**src/rtl/aurora_hls_nfc_controller.sv**
```systemverilog
// aurora_hls_nfc_controller
// Native-flow-control sequencer: watches the RX FIFO fill level against the
// stop/start thresholds and sends XOFF/XON messages to the Aurora core's NFC
// AXI-Stream input over a valid/ready handshake. It also exports the pause
// state and accepted-message counters.
// Optional feature macro: NFC_REFRESH_EN re-issues XOFF every REFRESH_INTERVAL
// cycles while paused, so the core's pause count never expires.
module aurora_hls_nfc_controller #(
    parameter int          FILL_WIDTH       = 16,
    parameter logic [15:0] XOFF_DATA        = 16'hFF00,
    parameter logic [15:0] XON_DATA         = 16'h0000,
    parameter int          REFRESH_INTERVAL = 1024
) (
    input  logic                  ap_clk,
    input  logic                  ap_rst_n,
    input  logic                  channel_up,
    input  logic [31:0]           fifo_thresholds,
    input  logic [FILL_WIDTH-1:0] rx_fifo_fill,
    output logic                  nfc_tvalid,
    input  logic                  nfc_tready,
    output logic [15:0]           nfc_tdata,
    output logic                  paused,
    output logic [31:0]           xoff_count,
    output logic [31:0]           xon_count
);

    typedef enum logic [1:0] {
        RUN       = 2'd0,
        SEND_XOFF = 2'd1,
        PAUSED    = 2'd2,
        SEND_XON  = 2'd3
    } nfc_state_t;

    nfc_state_t state;

    logic [FILL_WIDTH-1:0] stop_level;
    logic [FILL_WIDTH-1:0] start_level;
    logic                  xoff_needed;
    logic                  xon_needed;

    // Threshold fields are compared against the fill level as unsigned values;
    // a zero stop threshold disables flow control entirely.
    assign stop_level  = FILL_WIDTH'(fifo_thresholds[15:0]);
    assign start_level = FILL_WIDTH'(fifo_thresholds[31:16]);
    assign xoff_needed = (stop_level != '0) && (rx_fifo_fill >= stop_level);
    assign xon_needed  = (rx_fifo_fill <= start_level);

`ifdef NFC_REFRESH_EN
    localparam int TIMER_WIDTH = (REFRESH_INTERVAL > 2) ? $clog2(REFRESH_INTERVAL) : 1;
    localparam logic [TIMER_WIDTH-1:0] TIMER_LAST = TIMER_WIDTH'(REFRESH_INTERVAL - 1);
    logic [TIMER_WIDTH-1:0] refresh_timer;
`endif

    // Sequencer with registered handshake, pause flag and counters.
    always_ff @(posedge ap_clk or negedge ap_rst_n) begin
        if (!ap_rst_n) begin
            state      <= RUN;
            nfc_tvalid <= 1'b0;
            nfc_tdata  <= 16'h0000;
            paused     <= 1'b0;
            xoff_count <= 32'd0;
            xon_count  <= 32'd0;
`ifdef NFC_REFRESH_EN
            refresh_timer <= '0;
`endif
        end else if (!channel_up) begin
            // Link down: the core ignores NFC, so drop everything but the counters.
            state      <= RUN;
            nfc_tvalid <= 1'b0;
            paused     <= 1'b0;
`ifdef NFC_REFRESH_EN
            refresh_timer <= '0;
`endif
        end else begin
            case (state)
                RUN: begin
                    if (xoff_needed) begin
                        state      <= SEND_XOFF;
                        nfc_tvalid <= 1'b1;
                        nfc_tdata  <= XOFF_DATA;
                    end
                end
                SEND_XOFF: begin
                    if (nfc_tready) begin
                        state      <= PAUSED;
                        nfc_tvalid <= 1'b0;
                        paused     <= 1'b1;
                        xoff_count <= xoff_count + 32'd1;
`ifdef NFC_REFRESH_EN
                        refresh_timer <= '0;
`endif
                    end
                end
                PAUSED: begin
                    if (xon_needed) begin
                        state      <= SEND_XON;
                        nfc_tvalid <= 1'b1;
                        nfc_tdata  <= XON_DATA;
                    end
`ifdef NFC_REFRESH_EN
                    else if (refresh_timer == TIMER_LAST) begin
                        state      <= SEND_XOFF;
                        nfc_tvalid <= 1'b1;
                        nfc_tdata  <= XOFF_DATA;
                    end else begin
                        refresh_timer <= refresh_timer + 1'b1;
                    end
`endif
                end
                SEND_XON: begin
                    if (nfc_tready) begin
                        state      <= RUN;
                        nfc_tvalid <= 1'b0;
                        paused     <= 1'b0;
                        xon_count  <= xon_count + 32'd1;
                    end
                end
                default: begin
                    state      <= RUN;
                    nfc_tvalid <= 1'b0;
                end
            endcase
        end
    end

endmodule

```
**config.mk**
```make
export PLATFORM = sky130hd
export DESIGN_NAME = aurora_hls_nfc_controller
export DESIGN_NICKNAME = d
export VERILOG_FILES = /design/src/rtl/aurora_hls_nfc_controller.sv
export SDC_FILE = /design/constraint.sdc
export NUM_CORES = 1
export LEC_CHECK = 0
export ABC_AREA = 0
export ABC_CLOCK_PERIOD_IN_PS = 1800
export CAP_MARGIN = 5
export CORE_ASPECT_RATIO = 0.7
export CORE_UTILIZATION = 42
export CTS_BUF_LIST = sky130_fd_sc_hd__clkbuf_8 sky130_fd_sc_hd__clkbuf_16
export CTS_CLUSTER_SIZE = 20
export DETAILED_ROUTE_END_ITERATION = 8
export PLACE_DENSITY = 0.82
export SLEW_MARGIN = 15
export SYNTH_ARGS = -nofsm -noshare
export SYNTH_HDL_FRONTEND = slang
export SYNTH_SLANG_ARGS = --single-unit
```
**constraint.sdc**
```tcl
create_clock -name ap_clk -period 1.8 [get_ports ap_clk]
set_input_delay 0.27 -clock ap_clk [delete_from_list [all_inputs] [get_ports ap_clk]]
set_output_delay 0.27 -clock ap_clk [all_outputs]
set_load 0.02 [all_outputs]
```
==> flow_summary.toml <==
[run_status]
outcome = "complete, but fails checks"
violations = "setup timing"

[detailed_routing]
drt_iter0_drc = 141
num_vias = 3600
wl_per_cell_um = 16.0
first_pass_iters = 4
vias_per_cell = 5.03
drc = 0
wl_um = 11400
ant_nets = 0

[power_and_ir_drop]
p_seq_share_pct = 34.4
p_sw_w = 0.00164
leakagePower_nw = 2.97
p_sw_share_pct = 31.4
p_per_area_nw_per_um2 = 796
internal_power_w = 0.00358
clockPowerShare_pct = 31.0
ir_drop_v = 0.000872
p_total_w = 0.00521
pwr-share-comb_pct = 34.6

[setup_path]
critPathTopFamily = "compound AO/OA/AOI/OAI gates"
crit_fanout = 3
critPathMaxStageDelay_ns = 0.42
crit_chain = "dlygate4sd2_1 -> inv_2 -> ha_4 -> nor2b_4 -> o211ai_1 -> a2111oi_4 -> o311ai_4 -> buf_4 -> and2_4 -> a32o_1"
cp-end-kind = "flop"
worstSetupStartpointType = "primary input"
crit_slowest_cell = "a2111oi_4"
arrival_ns = 2.16
crit_buf_inv = 3
criticalPathCategory = "in -> reg"
required_ns = 2.02

[timing]
skew_ns = 0.00439
worst_pin_slew_ns = 0.550
min_period_over_period_pct = 108
setup_slack_ns = -0.139
fmax_ghz = 0.516
period_needed_ns = 1.94
setup_viol = 23
timing.final.max_slew_violations = 0
rsz0062_at_grt = "yes"
slew_headroom_pct = 63.3
hold_viol = 0

[synthesis]
netlist_area_um2 = 4030
yosysSeqAreaShare_pct = 42.8
ys_types = 46
async_reset_ff_share_pct = 100
synth_compound_area_share_pct = 5.06
yosys.area_share.xor_xnor_pct = 13.5
synth_area_leader_cell = "dfrtp_1"
synth_edf_count = 0
synthCells = 397
muxShareOfSynthArea_pct = 1.09
synthSimpleGateAreaFrac_pct = 19.2
synth_top_area_share_pct = 42.8
ys.flop_type = "dfrtp_1"
synth_fa_ha_area_share_pct = 11.8
synth_area_per_cell_um2 = 10.2
yosysWarnings = 0
synth_top_family_by_area = "simple AND/OR/NAND/NOR gates"
synthTopCellsByArea = "dfrtp_1 (43%), ha_1 (12%), xnor2_1 (10%)"
ys_ff_latch = 69

[clock_tree]
cts.sinks = 69
clk_latency_ns = 0.33
cts_buffers = 9
clockBufferDepth = 2
clk_pin_slew_ns = 0.05
cts-root-buf = "clkbuf_16"
cts_tree = "built"
cts.htree.levels = 3

[place]
dpl_cell_area_um2 = 5950
gp_congestion = 0.869
io_buffers = 125
hpwl_um = 8710

[global_routing]
overflow = 0
track_usage_pct = 23.6
grt_max_degree = 49
grt_antenna_before_repair = 0
grt_pass1_wl_um = 18400
grt_pass1_vias = 3672

[floorplan]
start_util_pct = 43.9
core_area_um2 = 9180
std_cell_rows = 29
die_y_um = 84.0
io_pins = 134
die_area_um2 = 10000
die_w_um = 119

[hold_path]
hp-class = "in -> async"

[finish]
drive_gt1_share_pct = 33.2
postLayoutCellArea_um2 = 6550
area_delta_synth_final_pct = 62.6
nets = 676
antenna_cells = 0

[flow_run]
maxCapViolations = 0
==> flip-flops by register name (all words and copies together) (netlist names) <==
signal / flops
nfc_tdata: 1
state: 2
nfc_tvalid: 1
paused: 1
xon_count: 32
xoff_count: 32
==> cells in the final DEF (no fill, tap or decap), types with 4 or more instances in the layout <==
cell and count:
nand4_1 19, conb_1 8, ha_4 25, nor2_4 7
xnor2_1 46, nor2_1 7, and3_1 10, inv_1 15
dlygate4sd2_1 31, buf_2 14, ha_1 11, clkdlybuf4s15_2 4
nand2_1 34, and4_1 5, clkdlybuf4s50_1 70, xor2_1 15
buf_4 58, clkbuf_16 9, a21oi_1 9, dfrtp_1 68
inv_2 21, nand3_1 21, a21oi_2 4
==> repair_timing <==
| item | 4_1_cts | 5_1_grt |
|---|---|---|
| endpoints found under the hold margin | 21 | 0 |
| setup endpoints to repair | 37 | 49 |
| setup buffers | 8 | 6 |
| resized for setup | 149 | 28 |
| pin swaps | 38 | 15 |
| hold buffers | 1 | 0 |
==> cells in the mapped netlist, drive strengths merged, types with 4 or more instances <==
cell type / count
nand2: 37
nand4: 22
xor2: 16
o21ai: 4
nor2: 17
and3: 12
and2: 6
ha: 38
a21oi: 13
and4: 5
xnor2: 46
buf: 16
inv: 37
nor4: 5
nand3: 23
dfrtp: 69
==> layer usage <==
metal / routed length, um / track usage, %
met4: 163 / 5.52
met1: 5260 / 30.7
met5: 0 / 0
met2: 5550 / 38.8
met3: 459 / 6.83
==> area by class of cell <==
type,instances,area [um2]
Clock buffer,11,253
Clock inverter,5,27.5
Fill cell,629,2630
Inverter,37,146
Multi-Input combinational cell,281,2610
Sequential cell,69,1730
Tap cell,124,155
Timing Repair Buffer,188,1630
==> per-stage QoR <==
step           util (%)  TNS [ns]  std cells  hold slack, ns  setup WS [ns]
2_1_floorplan         -    -0.154        404         -0.0256         -0.116
3_3_place_gp       64.8     -9.96        685           0.266         -0.754
3_5_place_dp       64.8    -12.27        685           0.274         -0.825
4_1_cts            70.4    -0.539        710           0.457        -0.0935
5_1_grt            71.4     -5.59        715           0.479         -0.257
6_report           71.4     -1.28        715           0.457         -0.139
==> kinds of logic (layout without fill, tap and decap cells) <==
kind of cell	Yosys count	count (layout)
fa+ha+maj	38	38
flops	69	69
buf+inv	54	241
compound gates	30	30
other cells	1	8
xor+xnor	62	62
mux	4	4
simple gates	139	139
==> power by group through the flow <==
stage / registers (W) / logic, W / clock network (W)
CTS: 0.00179 / 0.00168 / 0.00166
floorplan: 0.00192 / 0.000767 / 0
global route: 0.00181 / 0.00194 / 0.00173
global placement: 0.00181 / 0.00160 / 0
finish: 0.00179 / 0.00180 / 0.00162
detailed placement: 0.00181 / 0.00165 / 0
==> worst paths after layout <==
kind                                startpoint        endpoint  slack (ns)  cells after the start
min                                   ap_rst_n   xon_count[10]        0.46                      2
min in group ap_clk             xoff_count[15]  xoff_count[15]        0.48                      1
min reg2reg                     xoff_count[15]  xoff_count[15]        0.48                      1
max reg2reg                           state[1]  xoff_count[31]       -0.11                      9
max in group asynchronous             ap_rst_n        state[1]        0.70                      3
max                        fifo_thresholds[17]      nfc_tvalid       -0.14                     10
==> worst reg2reg max path: cells and delay by family, from the launching register on <==
family | cells | cell delay [ns]
fa+ha+maj | 1 | 0.13
xor+xnor | 1 | 0.16
flops | 1 | 0.39
buf+inv | 2 | 0.19
simple gates | 5 | 0.97
(Power assumes the default switching activity.)
